### config.mk
export PLATFORM = sky130hd
export DESIGN_NAME = elevator_controller
export DESIGN_NICKNAME = d
export VERILOG_FILES = /design/src/rtl/elevator_pkg.sv /design/src/rtl/interval_timer.sv /design/src/rtl/elevator_controller.sv
export SDC_FILE = /design/constraint.sdc
export NUM_CORES = 1
export LEC_CHECK = 0
export ABC_AREA = 1
export CAP_MARGIN = 20
export CORE_MARGIN = 5
export CORE_UTILIZATION = 30
export CTS_BUF_LIST = sky130_fd_sc_hd__clkbuf_4
export DETAILED_ROUTE_END_ITERATION = 16
export PLACE_DENSITY_LB_ADDON = 0.25
export SLEW_MARGIN = 20
export SYNTH_ARGS = -nofsm -noshare
export SYNTH_HDL_FRONTEND = slang
export SYNTH_SLANG_ARGS = --single-unit
### constraint.sdc
create_clock -name clk -period 2.95 [get_ports clk]
set_input_delay 0.59 -clock clk [delete_from_list [all_inputs] [get_ports clk]]
set_output_delay 0.59 -clock clk [all_outputs]
set_load 0.02 [all_outputs]
### src/rtl/elevator_pkg.sv
// Shared types, sizes and floor-mask helpers for the elevator sequencing core.
package elevator_pkg;

    localparam int NUM_FLOORS = 4;
    localparam int FLOOR_W    = 2;

    typedef enum logic [1:0] {
        IDLE,
        MOVE,
        DOOR
    } state_t;

    typedef logic [NUM_FLOORS-1:0] floorMask_t;

    localparam logic [FLOOR_W-1:0] TOP_FLOOR = FLOOR_W'(NUM_FLOORS - 1);

    // One-hot mask of a single floor.
    function automatic floorMask_t floorOneHot(input logic [FLOOR_W-1:0] floor);
        return floorMask_t'(4'b0001) << floor;
    endfunction

    // Floors strictly above the given floor.
    function automatic floorMask_t aboveMask(input logic [FLOOR_W-1:0] floor);
        return floorMask_t'(4'b1110) << floor;
    endfunction

    // Floors strictly below the given floor.
    function automatic floorMask_t belowMask(input logic [FLOOR_W-1:0] floor);
        return ~(floorMask_t'(4'b1111) << floor);
    endfunction

endpackage

### src/rtl/interval_timer.sv
// Loadable down-counter. After a load of N, done is high during the N-th cycle
// following the load edge, so the owner acts on the edge that ends the interval.
module interval_timer #(
    parameter int WIDTH = 8
) (
    input  logic             clk,
    input  logic             reset,
    input  logic             load,
    input  logic [WIDTH-1:0] load_value,
    output logic             done
);

    logic [WIDTH-1:0] count;

    // Count down from load_value-1; done is registered and marks the last cycle.
    always_ff @(posedge clk) begin
        if (reset) begin
            count <= '0;
            done  <= 1'b0;
        end else if (load) begin
            count <= load_value - WIDTH'(1);
            done  <= (load_value == WIDTH'(1));
        end else if (count != '0) begin
            count <= count - WIDTH'(1);
            done  <= (count == WIDTH'(1));
        end else begin
            done  <= 1'b0;
        end
    end

endmodule

### src/rtl/elevator_controller.sv
// Four-floor elevator sequencer: request latch, collective direction policy,
// and one shared interval timer for floor-to-floor travel and door dwell.
module elevator_controller
    import elevator_pkg::*;
#(
    parameter int TRAVEL_CYCLES = 50_000_000,
    parameter int DOOR_CYCLES   = 100_000_000
) (
    input  logic                  clk,
    input  logic                  reset,
    input  logic [NUM_FLOORS-1:0] call_req,
    output logic [FLOOR_W-1:0]    actualFloor,
    output logic                  upDown_Flag,
    output logic                  stopGo_Flag,
    output logic                  door_open,
    output logic [NUM_FLOORS-1:0] pending
);

    localparam int MAX_CYCLES = (TRAVEL_CYCLES > DOOR_CYCLES) ? TRAVEL_CYCLES : DOOR_CYCLES;
    localparam int TIMER_W    = $clog2(MAX_CYCLES + 1);

    state_t               state;
    state_t               nextState;
    logic [FLOOR_W-1:0]   nextFloor;
    logic [FLOOR_W-1:0]   stepFloor;
    logic                 nextUp;
    logic                 canStep;
    logic                 timerLoad;
    logic                 timerDone;
    logic [TIMER_W-1:0]   timerValue;
    floorMask_t           clr;
    floorMask_t           hereMask;
    floorMask_t           aheadReq;
    floorMask_t           behindReq;
    floorMask_t           beyondReq;

    interval_timer #(
        .WIDTH(TIMER_W)
    ) u_timer (
        .clk       (clk),
        .reset     (reset),
        .load      (timerLoad),
        .load_value(timerValue),
        .done      (timerDone)
    );

    // Next-state, direction, floor step, request clear and timer control.
    always_comb begin
        nextState  = state;
        nextFloor  = actualFloor;
        nextUp     = upDown_Flag;
        clr        = '0;
        timerLoad  = 1'b0;
        timerValue = TIMER_W'(TRAVEL_CYCLES);

        hereMask  = floorOneHot(actualFloor);
        aheadReq  = pending & (upDown_Flag ? aboveMask(actualFloor) : belowMask(actualFloor));
        behindReq = pending & (upDown_Flag ? belowMask(actualFloor) : aboveMask(actualFloor));
        canStep   = upDown_Flag ? (actualFloor != TOP_FLOOR) : (actualFloor != '0);
        stepFloor = upDown_Flag ? (actualFloor + FLOOR_W'(1)) : (actualFloor - FLOOR_W'(1));
        beyondReq = pending & (upDown_Flag ? aboveMask(stepFloor) : belowMask(stepFloor));

        case (state)
            IDLE: begin
                if ((pending & hereMask) != '0) begin
                    nextState  = DOOR;
                    clr        = hereMask;
                    timerLoad  = 1'b1;
                    timerValue = TIMER_W'(DOOR_CYCLES);
                end else if (aheadReq != '0) begin
                    nextState  = MOVE;
                    timerLoad  = 1'b1;
                end else if (behindReq != '0) begin
                    // Reverse and depart on the same edge.
                    nextUp     = ~upDown_Flag;
                    nextState  = MOVE;
                    timerLoad  = 1'b1;
                end
            end
            MOVE: begin
                if (timerDone) begin
                    if (!canStep) begin
                        // Already at the end of the shaft: never wrap.
                        nextState = IDLE;
                    end else begin
                        nextFloor = stepFloor;
                        if (pending[stepFloor]) begin
                            nextState  = DOOR;
                            clr        = floorOneHot(stepFloor);
                            timerLoad  = 1'b1;
                            timerValue = TIMER_W'(DOOR_CYCLES);
                        end else if (beyondReq != '0) begin
                            timerLoad  = 1'b1;
                        end else begin
                            nextState  = IDLE;
                        end
                    end
                end
            end
            DOOR: begin
                clr = hereMask;
                if ((call_req & hereMask) != '0) begin
                    // A fresh call for this floor holds the door open longer.
                    timerLoad  = 1'b1;
                    timerValue = TIMER_W'(DOOR_CYCLES);
                end else if (timerDone) begin
                    nextState  = IDLE;
                end
            end
            default: begin
                nextState = IDLE;
            end
        endcase
    end

    // State register.
    always_ff @(posedge clk) begin
        if (reset) begin
            state <= IDLE;
        end else begin
            state <= nextState;
        end
    end

    // Registered outputs and request latch; clear wins over a same-cycle call.
    always_ff @(posedge clk) begin
        if (reset) begin
            actualFloor <= '0;
            upDown_Flag <= 1'b1;
            stopGo_Flag <= 1'b1;
            door_open   <= 1'b0;
            pending     <= '0;
        end else begin
            actualFloor <= nextFloor;
            upDown_Flag <= nextUp;
            stopGo_Flag <= (nextState != MOVE);
            door_open   <= (nextState == DOOR);
            pending     <= (pending | call_req) & ~clr;
        end
    end

endmodule

==> results by group, run 1 <==
Finish
  – Finished Layout Cells: approximately 550
  – # nets final: 454
  – Share of layout cells above drive strength 1: 10.3%
  – Design area: 3020 sq um
  – Area delta synth->final: 10.1%
  – # diodes: 0

Yosys
  – Count leader, synth: nand2_1
  – Mapped Cells: approximately 420
  – Synth top cells by count: nand2_1 (105), nor2_1 (82), inv_1 (45), dfxtp_1 (39), nand3_1 (34)
  – Synthesized area: 2740 sq um
  – Ys async rst share: 0%
  – Mux contribution to synthesized area: 0%
  – Largest family of logic cells by synthesized area: simple AND/OR/NAND/NOR gates
  – Simple-Gate Fraction of Synth Area: 41.6%
  – Post-synth EDFFs: 0
  – Primary FF master, synth: dfxtp_1
  – Unique cell type count in the Yosys netlist: 34
  – Syn Area/Cell: 6.49 sq um
  – Largest cells by area after synthesis: dfxtp_1 (28%), nand2_1 (14%), nor2_1 (11%)
  – Post-synthesis adder-cell area fraction: 4.57%
  – FF+latch count, synth: 39
  – Compound-Gate Fraction of Synth Area: 10.3%
  – Ys Warns: 0
  – XOR/XNOR Fraction of Synth Area: 5.43%
  – Dominant cell type by area after synthesis: dfxtp_1
  – Syn_nets: between 400 and 500
  – Top cell type's share of synthesized area: 28.5%
  – Post-synthesis sequential area ratio: 28.5%

Clock network
  – CTS Buf Count: 5
  – Htree depth: 2
  – Clk Latency, worst-skew pair: 0.35 ns
  – Root Buffer: clkbuf_4
  – Reg clk slew, reported paths: approximately 0.12 ns
  – Clk sinks: 39
  – CTS tree: built
  – Longest Clk Path Bufs: 2

Route
  – Routed WL per cell: approximately 13 um
  – Drt total wl: 7.06 mm
  – Drt pass-1 iters: 4
  – Residual DRC count: 0
  – Iteration-0 DRC Markers: 142
  – DR vias: 2569
  – Remaining antenna violation count: 0
  – Vias/cell: 4.71

GRT
  – Vias in the first global route: 2503
  – Global Route met1 Usage: 18.1%
  – Met3 GRT Util: ~1.8%
  – Met2 Usage GRT: 21.8%
  – Largest net degree at the start of global routing: 25
  – Total gr overflow: 0
  – Most Crowded Layer GR: met2
  – First-pass GRT wire length: about 12 mm
  – Total GRT Usage: 13.2%
  – Initial antenna violation count: 0

Timing
  – Final hold violation count: 0
  – Setup violators final: 0
  – Clock Skews: 0.0152 ns
  – FMAX: slightly below 400 MHz
  – Tmin final: around 2.6 ns
  – RSZ-0062 raised after global routing: false
  – Period utilization: 87.1%
  – Worst slew pin tran: approximately 0.52 ns
  – Slew Limit Fails: 0
  – Setup_tns: 0 ns
  – Rel. slew slack: around two thirds

Worst setup path
  – FF-to-FF path depth: 16
  – Crit path cell chain: inv_2, nand2_1, nand2_1, inv_1, ha_1, nor2_1, nand2_1, o21ai_2, nand2_2, nand2_1, nor2_4, inv_1, ha_1, nand2_1, nand2_1, a21oi_1
  – Worst path depth: 16
  – Cell family with most CP delay: simple AND/OR/NAND/NOR gates
  – Worst Setup Start Kind: flip-flop
  – WS Path Type: reg2reg
  – CP dominant cell by count: nand2_1
  – WP data arrival: 2.85 ns
  – WP data required: around 3.2 ns
  – Crit path max fanout: 11
  – Worst Path Buf+Inv: 3
  – Slowest library cell on the worst path: dfxtp_2
  – Setup crit end kind: flip-flop
  – Crit-path max cell delay: 0.41 ns

Power
  – Sequential Power Share: 41.5%
  – Logic pwr share: 43.6%
  – Pleak: 1.44 nW
  – Internal cell power: 0.984 mW
  – P_sw: 0.769 mW
  – Maximum vdd ir drop: between 0.00015 and 0.0002 V
  – Switching Fraction: 43.9%
  – Clock power frac: approximately 15%
  – PwrDens: just under 600 nW/um^2

Die
  – Die X-Extent: 106 um
  – Die H: around 110 um
  – Core ar.: between 8000 and 9000 sq um
  – Die area: 11100 sq um
  – Initial core utilization: 31.1%
  – I/O pin cnt: 15
  – Row cnt: 34

Hold path
  – HP Class: reg2reg
  – Hold Path Cell Cnt: 2

Place
  – IO buf count: 14
  – Gpl congestion: about 0.86
  – Cells after DPL: 539
  – Post-DP HPWL: 5.34 mm
  – Area after DPL: 2970 sq um

Flow run
  – Max-cap viol count: 0

Status
  – Outcome: finished clean
worst reg2reg max path: stages (launching register included):
cell and delay (ns):
dfxtp_2 0.41, inv_2 0.14, nand2_1 0.08, nand2_1 0.14, inv_1 0.10, ha_1 0.36, nor2_1 0.07, nand2_1 0.07
o21ai_2 0.09, nand2_2 0.10, nand2_1 0.09, nor2_4 0.18, inv_1 0.14, ha_1 0.31, nand2_1 0.07, nand2_1 0.05
a21oi_1 0.12
routing by layer:
metal	vias up	wire length, um
li1	1362	-
met1	1159	3570
met2	41	3190
met3	7	233
met4	0	71
met5	-	0
power groups by stage:
| stage | registers (mW) | logic (mW) | clock network [mW] |
|---|---|---|---|
| 3_5_place_dp | 0.736 | 0.760 | 0 |
| 6_report | 0.727 | 0.763 | 0.262 |
| 2_1_floorplan | 0.719 | 0.604 | 0 |
| 5_1_grt | 0.745 | 0.876 | 0.294 |
| 3_3_place_gp | 0.738 | 0.757 | 0 |
| 4_1_cts | 0.725 | 0.766 | 0.279 |
layout make-up:
| class | instances | area [sq um] |
|---|---|---|
| clock buffers | 5 | 37.5 |
| flip-flops and latches | 39 | 782 |
| multi-input cells | 324 | 1700 |
| repair buffers | 18 | 170 |
| well taps | 108 | 135 |
| fillers | 945 | 5790 |
| inverters | 50 | 188 |
| clock inverters | 2 | 8.76 |
final timing paths:
check,startpoint,end,slack [ns]
setup / recovery,upDown_Flag,u_timer.count[8],0.38
hold / removal,u_timer.count[4],u_timer.count[4],0.52
setup reg to reg,upDown_Flag,u_timer.count[8],0.38
hold reg to reg,u_timer.count[4],u_timer.count[4],0.52
cells in the final DEF (no fill, tap or decap), types with 3 or more instances in the layout:
cell,Yosys,layout
clkdlybuf4s50_1,0,14
o21bai_1,3,3
nor2_2,4,4
nor2_4,5,5
o221ai_1,3,3
dfxtp_1,39,38
inv_2,5,5
xnor2_1,9,9
inv_1,45,45
xor2_1,8,8
nand2_2,6,6
buf_4,1,4
a21oi_1,14,14
o21ai_0,11,11
nor3_1,3,3
nand4_1,4,4
nand2_1,105,105
clkbuf_4,0,5
nand3b_1,3,3
a21oi_2,5,5
ha_1,10,10
nor2_1,82,82
o21ai_1,3,3
nand3_1,34,34
timing repair:
item,in CTS,in global routing
gates resized for setup,0,1
endpoints found under the setup margin,0,3
hold buffers,0,0
setup buffers,0,0
endpoints found under the hold margin,0,0
logic make-up after synthesis:
logic type	Yosys count
AO/OA/AOI/OAI	44
XOR/XNOR	17
adder cells (fa/ha/maj)	10
buffers and inverters	59
flip-flops	39
AND/OR/NAND/NOR	253
state kept, by name, indices dropped and copies added, names as in the netlist:
signal	flops
u_timer.count	27
pending	4
actualFloor	2
state	2
door_open	1
stopGo_Flag	1
u_timer.done	1
upDown_Flag	1
through the flow:
step,util (%),power (mW),hold slack (ns),setup slack [ns]
finish,34.3,1.75,0.515,0.381
global route,34.3,1.91,0.545,0.0783
CTS,34.3,1.77,0.519,0.248
detailed placement,33.7,1.50,0.503,0.302
global placement,33.7,1.50,0.492,0.454
floorplan,-,1.32,0.470,0.539
No activity file was read; power rests on OpenSTA's default activity.
==> run 2: changes to the inputs <==
--- a/config.mk
+++ b/config.mk
@@ -7,6 +7,8 @@
 export LEC_CHECK = 0
 export ABC_AREA = 1
 export CAP_MARGIN = 20
+export CELL_PAD_IN_SITES_DETAIL_PLACEMENT = 1
+export CELL_PAD_IN_SITES_GLOBAL_PLACEMENT = 1
 export CORE_MARGIN = 5
 export CORE_UTILIZATION = 30
 export CTS_BUF_LIST = sky130_fd_sc_hd__clkbuf_4
==> results by group, run 2 (synthesized netlist as in run 1, its figures left out) <==
Timing
  – Setup_tns: 0 ns (unchanged)
  – Setup violators final: 0 (unchanged)
  – Final hold violation count: 0 (unchanged)
  – Clock Skews: 0.0107 ns (-0.00450 ns)
  – PnR worst setup slack: 0.317 ns (-0.0640 ns)
  – Rel. slew slack: 65.4% (+0.42 points)
  – Period utilization: 89.2% (+2.2 points)
  – RSZ-0062 raised after global routing: false
  – Worst slew pin tran: 0.514 ns (-0.00623 ns)
  – Tmin final: 2.63 ns (+0.0640 ns)
  – FMAX: 380 MHz (-2.4%)
  – Slew Limit Fails: 0 (unchanged)

Clock network
  – Post-CTS Hold Buffers: 0 (unchanged)
  – Clk sinks: 39 (unchanged)
  – CTS Buf Count: 5 (unchanged)
  – Reg clk slew, reported paths: 0.14 ns (+0.02 ns)
  – CTS tree: built
  – Root Buffer: clkbuf_4
  – Longest Clk Path Bufs: 2 (unchanged)
  – Clk Latency, worst-skew pair: 0.38 ns (+0.03 ns)
  – Htree depth: 2 (unchanged)

Route
  – Routed WL per cell: 15.1 um (+17%)
  – DR vias: 2622 (+2.1%)
  – Iteration-0 DRC Markers: 105 (-26%)
  – Residual DRC count: 0 (unchanged)
  – DR top layer: met4
  – Remaining antenna violation count: 0 (unchanged)
  – Drt total wl: 8.27 mm (+17%)
  – Wl on met1: 4.33 mm (+21%)
  – Metal2 WL: 3.60 mm (+13%)
  – WL met3: 203 um (-13%)
  – Drt pass-1 iters: 4 (unchanged)
  – Vias/cell: 4.78 (+1.7%)

Finish
  – Max reg flops: 27 (unchanged)
  – Commonest non-fill, non-tap cell in the layout: nand2_1
  – Seq. cell area: 782 sq um (unchanged)
  – Area delta synth->final: 11.7%
  – Largest regs: u_timer.count (27), pending (4)
  – # diodes: 0 (unchanged)
  – Share of layout cells above drive strength 1: 10.9% (+0.64 points)
  – Finished Layout Cells: 548 (+0.37%)
  – Layout Utilization: 34.8% (+0.48 points)
  – # nets final: 455 (+0.22%)
  – Commonest non-fill, non-tap cells in the layout: nand2_1 (105), nor2_1 (82), inv_1 (45)
  – Top reg by flops: u_timer.count
  – Multi-input gate area: 1700 sq um (unchanged)
  – # fillers: 1146 (+21%)

Power
  – Maximum vdd ir drop: 0.000227 V (+33%)
  – Pleak: 1.46 nW (+1.5%)
  – Design Power: 1.92 mW (+9.7%)
  – PwrDens: 628 nW/um^2 (+8.2%)

Die
  – Die H: 106 um (unchanged)
  – Die area: 11100 sq um (unchanged)
  – Die X-Extent: 106 um (unchanged)
  – Core ar.: 8810 sq um (unchanged)
  – I/O pin cnt: 15 (unchanged)
  – Initial core utilization: 31.1% (unchanged)
  – Row cnt: 34 (unchanged)

Worst setup path
  – WP data required: 3.27 ns (+0.04 ns)
  – Crit path cell chain: inv_2, nand2_1, nand2_1, inv_1, ha_1, nor2_1, nand2_1, o21ai_2, nand2_2, nand2_1, nor2_4, inv_1, ha_1, nand2_1, nand2_1, a21oi_1
  – Crit-path max cell delay: 0.40 ns (about the same)
  – Worst Path Buf+Inv: 3 (unchanged)
  – FF-to-FF path depth: 16 (unchanged)
  – Worst flop-to-flop path endpoint: u_timer.count[8]
  – Cell family with most CP delay: simple AND/OR/NAND/NOR gates
  – RR Startpoint: upDown_Flag
  – WP data arrival: 2.95 ns (+0.10 ns)
  – Slowest library cell on the worst path: dfxtp_2
  – Worst Setup Start Kind: flip-flop
  – Reg-to-reg setup timing slack: 0.32 ns (-0.06 ns)
  – CP dominant cell by count: nand2_1
  – WS Path Type: reg2reg
  – Setup crit end kind: flip-flop
  – Crit path max fanout: 11 (unchanged)

Status
  – Outcome: finished clean

GRT
  – First-pass GRT wire length: 13.8 mm (+14%)
  – Vias in the first global route: 2695 (+7.7%)
  – Total gr overflow: 0 (unchanged)
  – Largest net degree at the start of global routing: 25 (unchanged)
  – Initial antenna violation count: 0 (unchanged)
  – Total GRT Usage: 15.3% (+2.1 points)

Hold path
  – Worst Hold Launch: u_timer.count[4]
  – HP Class: reg2reg
  – Hold Path Cell Cnt: 2 (unchanged)
  – WHS Endpoint: u_timer.count[4]

Place
  – Cells after DPL: 540 (+0.19%)
  – IO buf count: 14 (unchanged)
  – Post-DP HPWL: 6.27 mm (+18%)
  – Pre-CTS setup slack: 0.226 ns (-0.0758 ns)
  – Gpl congestion: 0.840 (-2.2%)

Flow run
  – Max-cap viol count: 0 (unchanged)
run 2: stage by stage:
stage | area [sq um] | hold slack [ns]
3_5_place_dp | 2980 | 0.496
3_3_place_gp | 2980 | 0.485
4_1_cts | 3060 | 0.525
2_1_floorplan | 2740 | 0.470
5_1_grt | 3060 | 0.542
6_report | 3060 | 0.524
run 2: final cells by class:
type                            instances  share of cell area, %
Inverter                               50                   6.13
Sequential cell                        39                   25.6
Clock inverter                          3                   1.43
Tap cell                              108                   4.42
Timing Repair Buffer                   19                   5.81
Clock buffer                            5                   1.23
Multi-Input combinational cell        324                   55.4
run 2: where the power goes:
part / switching [mW] / internal, mW
clock: 0.222 / 0.179
sequential: 0.100 / 0.627
combinational: 0.517 / 0.279
total: 0.840 / 1.08
run 2: worst min-delay path: cells and delay by family, from the launching register on:
kind,cells,cell delay (ns)
AOI/OAI and AO/OA,1,0.05
DFF,1,0.36
and+or+nand+nor,1,0.09
run 2: worst max-delay path by stage:
| stage | start | end | slack [ns] | cells after the start |
|---|---|---|---|---|
| CTS | upDown_Flag | u_timer.count[8] | 0.19 | 15 |
| floorplan | upDown_Flag | u_timer.count[11] | 0.54 | 18 |
| global placement | upDown_Flag | u_timer.count[8] | 0.38 | 15 |
| global route | upDown_Flag | u_timer.count[8] | 0.06 | 16 |
| finish | upDown_Flag | u_timer.count[8] | 0.32 | 16 |
| detailed placement | upDown_Flag | u_timer.count[8] | 0.23 | 15 |
run 2: per-layer routing:
metal | global-route usage, % | vias to the layer above
li1 | - | 1363
met1 | 21.7 | 1219
met2 | 24.1 | 28
met3 | 2.44 | 12
met4 | 4.26 | 0
met5 | 0 | -
run 2: timing repair:
item,4_1_cts,5_1_grt
endpoints found under the hold margin,0,0
resized for setup,0,1
setup buffers,0,0
setup endpoints to repair,0,1
